==> src/rtl/seg7_pkg.sv <==
// -----------------------------------------------------------------------------
// seg7_pkg
// Shared seven-segment definitions. These are used by the reader and by the
// existing encoder.
//   - Active-high glyph patterns for hex digits 0..F. Bit order is g..a
//     (bit6 = g, bit0 = a).
//   - Blank constants in both polarities.
//   - Decode result struct and small one-hot helpers for the digit select.
// -----------------------------------------------------------------------------
package seg7_pkg;

  localparam int unsigned NUM_DIGITS = 4;

  // Blank display: all segments off.
  localparam logic [6:0] SEG_BLANK_N = 7'h7F;  // as seen on active-low lines
  localparam logic [6:0] SEG_BLANK   = 7'h00;  // active-high form

  // Active-high glyphs, bits g..a
  localparam logic [6:0] GLYPH_0 = 7'b0111111;
  localparam logic [6:0] GLYPH_1 = 7'b0000110;
  localparam logic [6:0] GLYPH_2 = 7'b1011011;
  localparam logic [6:0] GLYPH_3 = 7'b1001111;
  localparam logic [6:0] GLYPH_4 = 7'b1100110;
  localparam logic [6:0] GLYPH_5 = 7'b1101101;
  localparam logic [6:0] GLYPH_6 = 7'b1111101;
  localparam logic [6:0] GLYPH_7 = 7'b0000111;
  localparam logic [6:0] GLYPH_8 = 7'b1111111;
  localparam logic [6:0] GLYPH_9 = 7'b1100111;
  localparam logic [6:0] GLYPH_A = 7'b1110111;
  localparam logic [6:0] GLYPH_B = 7'b1111100;
  localparam logic [6:0] GLYPH_C = 7'b0111001;
  localparam logic [6:0] GLYPH_D = 7'b1011110;
  localparam logic [6:0] GLYPH_E = 7'b1111001;
  localparam logic [6:0] GLYPH_F = 7'b1110001;

  // Indexed by hex value: GLYPH_TABLE[v] is the glyph for value v.
  localparam logic [15:0][6:0] GLYPH_TABLE = {
    GLYPH_F, GLYPH_E, GLYPH_D, GLYPH_C, GLYPH_B, GLYPH_A, GLYPH_9, GLYPH_8,
    GLYPH_7, GLYPH_6, GLYPH_5, GLYPH_4, GLYPH_3, GLYPH_2, GLYPH_1, GLYPH_0
  };

  typedef struct packed {
    logic       legal;
    logic       blank;
    logic [3:0] value;
  } seg7_decode_t;

  // True when exactly one bit of a 4-bit select is set.
  function automatic logic is_onehot4(input logic [3:0] v);
    return (v != 4'b0000) && ((v & (v - 4'd1)) == 4'b0000);
  endfunction

  // Index of the set bit. The result only matters for one-hot inputs.
  function automatic logic [1:0] onehot4_to_idx(input logic [3:0] oh);
    logic [1:0] idx;
    idx = 2'd0;
    case (oh)
      4'b0010: idx = 2'd1;
      4'b0100: idx = 2'd2;
      4'b1000: idx = 2'd3;
      default: idx = 2'd0;
    endcase
    return idx;
  endfunction

endpackage

==> src/rtl/seg7_pattern_decode.sv <==
// -----------------------------------------------------------------------------
// seg7_pattern_decode
// Combinational decode of an active-high 7-segment pattern (bits g..a).
// Ports:
//   pattern_i  in  7  active-high segment pattern
//   legal_o    out 1  pattern is one of the 16 hex glyphs
//   blank_o    out 1  pattern has no segments lit
//   value_o    out 4  hex value of the glyph (0 when not legal)
// -----------------------------------------------------------------------------
module seg7_pattern_decode
  import seg7_pkg::*;
(
  input  logic [6:0] pattern_i,
  output logic       legal_o,
  output logic       blank_o,
  output logic [3:0] value_o
);

  always_comb begin
    legal_o = 1'b0;
    value_o = 4'd0;
    blank_o = (pattern_i == SEG_BLANK);
    // The glyphs are all distinct, so at most one entry can match.
    for (int unsigned i = 0; i < 16; i++) begin
      if (pattern_i == GLYPH_TABLE[i]) begin
        legal_o = 1'b1;
        value_o = 4'(i);
      end
    end
  end

endmodule

==> src/rtl/seven_seg_reader.sv <==
// -----------------------------------------------------------------------------
// seven_seg_reader
// Recovers hex digits from a multiplexed, active-low 4-digit seven-segment
// display bus. A digit is captured once its pattern has been stable for
// STABLE_CYCLES consecutive qualified samples.
// Ports:
//   clk          in  1   clock; all state changes on the rising edge
//   rst          in  1   synchronous active-high reset
//   seg_n        in  7   active-low segments, bit0=a .. bit6=g
//   dig_en       in  4   one-hot digit select
//   digits       out 16  captured values; digits[4i+3:4i] belongs to digit i
//   digit_valid  out 4   digit i holds a decoded value
//   upd          out 1   one-cycle pulse on each capture
//   upd_idx      out 2   digit index of the last capture
//   err          out 1   one-cycle pulse when the captured pattern is illegal
//   err_count    out 8   saturating count of err pulses
//   frame_done   out 1   one-cycle pulse once all four digits have been seen
// -----------------------------------------------------------------------------
module seven_seg_reader
  import seg7_pkg::*;
#(
  parameter int unsigned STABLE_CYCLES = 4
) (
  input  logic        clk,
  input  logic        rst,
  input  logic [6:0]  seg_n,
  input  logic [3:0]  dig_en,
  output logic [15:0] digits,
  output logic [3:0]  digit_valid,
  output logic        upd,
  output logic [1:0]  upd_idx,
  output logic        err,
  output logic [7:0]  err_count,
  output logic        frame_done
);

  localparam logic [7:0] STABLE_TARGET = 8'(STABLE_CYCLES);

  // Input stage and the sample taken one cycle earlier
  logic [6:0]  seg_q,  prev_seg_q;
  logic [3:0]  en_q,   prev_en_q;

  // Stability tracking and results
  logic [7:0]  cnt_q,  cnt_d;
  logic [15:0] digits_q;
  logic [3:0]  valid_q;
  logic        upd_q;
  logic [1:0]  upd_idx_q;
  logic        err_q;
  logic [7:0]  err_count_q, err_count_d;
  logic        frame_done_q;
  logic [3:0]  seen_q, seen_d;

  logic        qual;
  logic        same;
  logic        capture;
  logic        bad_glyph;
  logic [1:0]  idx;
  seg7_decode_t dec;

  seg7_pattern_decode u_decode (
    .pattern_i (~seg_q),
    .legal_o   (dec.legal),
    .blank_o   (dec.blank),
    .value_o   (dec.value)
  );

  // ---- Qualification and stability count ----
  always_comb begin
    qual = is_onehot4(en_q);
    same = (seg_q == prev_seg_q) && (en_q == prev_en_q);
    idx  = onehot4_to_idx(en_q);

    cnt_d = cnt_q;
    if (!qual) begin
      cnt_d = 8'd0;
    end else if (!same || (cnt_q == 8'd0)) begin
      cnt_d = 8'd1;
    end else if (cnt_q != 8'hFF) begin
      // Saturate at 255 so a long run can never wrap back onto the target.
      cnt_d = cnt_q + 8'd1;
    end

    // Capture only on the transition into the target count. This gives one
    // capture per stable run.
    capture   = qual && (cnt_d == STABLE_TARGET) && (cnt_q != STABLE_TARGET);
    bad_glyph = !dec.legal && !dec.blank;

    err_count_d = (err_count_q == 8'hFF) ? err_count_q : err_count_q + 8'd1;
    seen_d      = seen_q | (4'b0001 << idx);
  end

  // ---- Registered state and outputs ----
  always_ff @(posedge clk) begin
    if (rst) begin
      seg_q        <= SEG_BLANK_N;
      en_q         <= 4'b0000;
      prev_seg_q   <= SEG_BLANK_N;
      prev_en_q    <= 4'b0000;
      cnt_q        <= 8'd0;
      digits_q     <= 16'h0000;
      valid_q      <= 4'b0000;
      upd_q        <= 1'b0;
      upd_idx_q    <= 2'd0;
      err_q        <= 1'b0;
      err_count_q  <= 8'd0;
      frame_done_q <= 1'b0;
      seen_q       <= 4'b0000;
    end else begin
      seg_q        <= seg_n;
      en_q         <= dig_en;
      prev_seg_q   <= seg_q;
      prev_en_q    <= en_q;
      cnt_q        <= cnt_d;

      upd_q        <= capture;
      err_q        <= capture && bad_glyph;
      frame_done_q <= capture && (seen_d == 4'hF);

      if (capture) begin
        upd_idx_q <= idx;
        if (dec.legal) begin
          digits_q[idx*4 +: 4] <= dec.value;
          valid_q[idx]         <= 1'b1;
        end else begin
          // Blank or illegal: the old value stays, but it is no longer valid.
          valid_q[idx] <= 1'b0;
        end
        if (bad_glyph) begin
          err_count_q <= err_count_d;
        end
        seen_q <= (seen_d == 4'hF) ? 4'b0000 : seen_d;
      end
    end
  end

  assign digits      = digits_q;
  assign digit_valid = valid_q;
  assign upd         = upd_q;
  assign upd_idx     = upd_idx_q;
  assign err         = err_q;
  assign err_count   = err_count_q;
  assign frame_done  = frame_done_q;

endmodule
==> config.mk <==
export PLATFORM = sky130hd
export DESIGN_NAME = seven_seg_reader
export DESIGN_NICKNAME = d
export VERILOG_FILES = /design/src/rtl/seg7_pkg.sv /design/src/rtl/seg7_pattern_decode.sv /design/src/rtl/seven_seg_reader.sv
export SDC_FILE = /design/constraint.sdc
export NUM_CORES = 1
export LEC_CHECK = 0
export ABC_AREA = 1
export ABC_CLOCK_PERIOD_IN_PS = 3950
export BUFFER_PORTS_ARGS = -buffer_cell sky130_fd_sc_hd__buf_2
export CAP_MARGIN = 20
export CORE_MARGIN = 2
export CORE_UTILIZATION = 60
export DETAILED_ROUTE_END_ITERATION = 7
export GPL_ROUTABILITY_DRIVEN = 0
export HOLD_SLACK_MARGIN = 0.12
export PLACE_DENSITY = 0.82
export REMOVE_ABC_BUFFERS = 1
export SKIP_LAST_GASP = 1
export SYNTH_ARGS = -nofsm -noshare
export SYNTH_HDL_FRONTEND = slang
export SYNTH_SLANG_ARGS = --single-unit
==> constraint.sdc <==
create_clock -name clk -period 3.95 [get_ports clk]
set_input_delay 0.79 -clock clk [delete_from_list [all_inputs] [get_ports clk]]
set_output_delay 0.79 -clock clk [all_outputs]
set_load 0.01 [all_outputs]
==> impl_results.md <==
* GRT Util Overall at 0.2517
* Comb pwr share at 0.098
* Syn-to-layout area delta at 11.57%
* Postcts setup bufs at 0
* CP required at 4.18 ns
* Initial antenna violation count at 0
* Routed len/inst at 12.55 um
* Vias in the first global route at 3408
* Post-Syn Area at 3731 um^2
* Clk Latency, worst-skew pair at 0.34 ns
* Clock buffer depth at 2
* GRT overflow at 0
* Diodes inserted at 0
* Clk_skew at 0.009295 ns
* Pleak at 0.001954 uW
* Clock sink count at 67
* Final HPWL DP at 6301 um
* Arr. time, crit path at 2.84 ns
* Slew headroom at 0.3849
* First drt pass iteration count at 5
* Total routed wirelength at 8547 um
* Most common library cell in the layout ignoring fill and taps: nand2_1
* CTS tree: yes
* Power density cells at 325.5 nW/um^2
* MaxCap Viol Count at 0
* Min Tclk post-route at 2.613 ns
* Fin nets at 624
* H-tree levels at 3
* Post-synthesis sequential area ratio at 0.3595
* P_sw at 369.6 uW
* Drc violations at 0
* Port Buffer Count at 45
* CORE AREA at 5956 um^2
* ANT nets after route at 0
* Worst reg2reg path depth at 10
* Hold Vio Cnt, Final at 0
* Crit share post-route at 0.6614
* Critical Path Fanout Max at 11
* Setup crit start kind: flop
* Switching Share at 0.2728
* I/O pins at 46
* Placement Rows at 28
* Ratio of cells with drive above 1 in the final layout at 0.1749
* Setup Viol. Count Final at 0
* Clk root buf: clkbuf_8
* Initial core utilization at 0.6265
* Hold Path Cell Cnt at 2
* Achievable Freq at 382.7 MHz
* Largest net degree at the start of global routing at 53
* Die width at 82.86 um
* PostCTS Resize Cnt at 0
* Synth warn at 0
* Syn Area/Cell at 6.675 um^2
* Min-Delay Path Class: flop to flop
* Clk pin slew, worst setup/hold paths at 0.07 ns
* Most frequent cells in the layout: 134 x nand2_1, 67 x nor2_1, 67 x dfxtp_1
* P_int at 985.4 uW
* Die footprint at 6865 um^2
* RSZ-0062 raised after global routing: no
* FF+latch count, synth at 67
* Core Util, Final at 0.6990
* Peak supply drop at 0.2700 mV
* DR vias/cell at 5.394
* Max-slew violations at 0
* CTS Buf Count at 9
* Slew @ Worst Pin at 0.9227 ns
* Clock share of power at 0.386
* Crit. End Element: flop
* First-pass GRT wire length at 14500 um
* Status: finished, final reports clean
* Fill count at 513
* Vias at 3673
* DRT iter0 DRCs at 293
* Die Height at 82.86 um
* Mapped Cells at 559
* Setup TNS at 0 ns
* Cts hold-fix bufs at 0
* Share of power burned in registers at 0.516
* Distinct cells, synth at 37
* Crit path kind: flop to flop
path summary, 6_finish.rpt:
path	from	to	slack (ns)
max	en_q[1]$_SDFF_PP0_	seen_q[3]$_SDFFE_PP0P_	1.34
min	flop	flop	0.46
max reg2reg	en_q[1]$_SDFF_PP0_	seen_q[3]$_SDFFE_PP0P_	1.34
min reg2reg	flop	flop	0.46
layer usage:
metal,routed length [um],track usage
met1,3753,0.3087
met2,4187,0.4326
met3,469,0.04076
met4,136,0.1148
met5,0,0
worst max-delay path, cell delays in order, from the launching register on:
cell	delay (ns)
dfxtp_1	0.42
inv_2	0.07
nand2_1	0.09
nor3_1	0.05
a31oi_2	0.44
ha_1	0.45
inv_1	0.20
a2111oi_0	0.44
nand2_1	0.13
nand2_1	0.14
a21oi_1	0.06
cell usage after synthesis:
library cell / instances / area share
buf_2: 3 / 0.0040
ha_1: 10 / 0.034
nand3_1: 59 / 0.079
clkinv_1: 2 / 0.0020
nor3_1: 6 / 0.0080
xor2_1: 5 / 0.012
inv_1: 59 / 0.059
nand2b_1: 1 / 0.0017
nor2_8: 1 / 0.0054
dfxtp_1: 67 / 0.36
clkbuf_1: 8 / 0.0080
nor3b_1: 3 / 0.0060
o31ai_1: 1 / 0.0020
nand3_2: 4 / 0.011
nand4_1: 24 / 0.040
nor2_1: 67 / 0.067
o21ai_1: 3 / 0.0040
a21oi_1: 36 / 0.048
a2111oi_0: 1 / 0.0023
inv_2: 13 / 0.013
or2_2: 9 / 0.015
nand2_2: 6 / 0.010
nand2_1: 134 / 0.13
xnor2_1: 3 / 0.0070
nor3_4: 1 / 0.0044
a31oi_2: 1 / 0.0034
and3_1: 1 / 0.0017
buf_1: 1 / 0.0010
buf_4: 1 / 0.0020
o21a_1: 1 / 0.0020
o21ai_0: 10 / 0.013
nand3b_1: 2 / 0.0040
nor3_2: 1 / 0.0027
nor2_2: 6 / 0.010
nor2_4: 4 / 0.012
buf_6: 1 / 0.0030
nor4_1: 4 / 0.0067
state kept, by name, summed over array words and instances, names as in the netlist, 2 cells and up, named ones only:
name	cells
upd_idx	2
seg_q	7
en_q	4
prev_seg_q	7
digits	16
err_count	8
prev_en_q	4
seen_q	4
cnt_q	8
power groups by stage:
stage | clock, uW | sequential, uW | combinational, uW
after floorplan | 0 | 712 | 95.6
after global placement | 0 | 713 | 126
after detailed placement | 0 | 714 | 130
after CTS | 534 | 699 | 131
after global routing | 559 | 700 | 150
final | 523 | 699 | 133
area by class of cell:
type,instances,area [um^2],share of cell area
multi-input cells,404,2044,0.4911
well taps,75,93.84,0.02254
repair buffers,45,225.2,0.05410
flip-flops and latches,67,1341,0.3222
clock inverters,4,25.02,0.006011
clock buffers,12,155.1,0.03727
inverters,74,277.8,0.06673
metrics by stage:
step	total power [uW]	worst slack, ns	area [um^2]	std cells	hold slack (ns)
global route	1409	1.049	4163	681	0.4731
detailed placement	844.7	1.369	3983	665	0.4492
finish	1355	1.337	4163	681	0.4586
global placement	839.7	1.529	3983	665	0.4345
CTS	1364	1.354	4163	681	0.4608
floorplan	807.2	1.747	3664	545	0.4259
cells by family (layout without fill, tap and decap cells):
| group | Yosys count | count (layout) | synth area share |
|---|---|---|---|
| fa+ha+maj | 10 | 10 | 0.03353 |
| compound gates | 53 | 53 | 0.07545 |
| flops | 67 | 67 | 0.3595 |
| xor+xnor | 8 | 8 | 0.01878 |
| buf+inv | 88 | 135 | 0.09256 |
| simple gates | 333 | 333 | 0.4202 |
(Power assumes the default switching activity.)
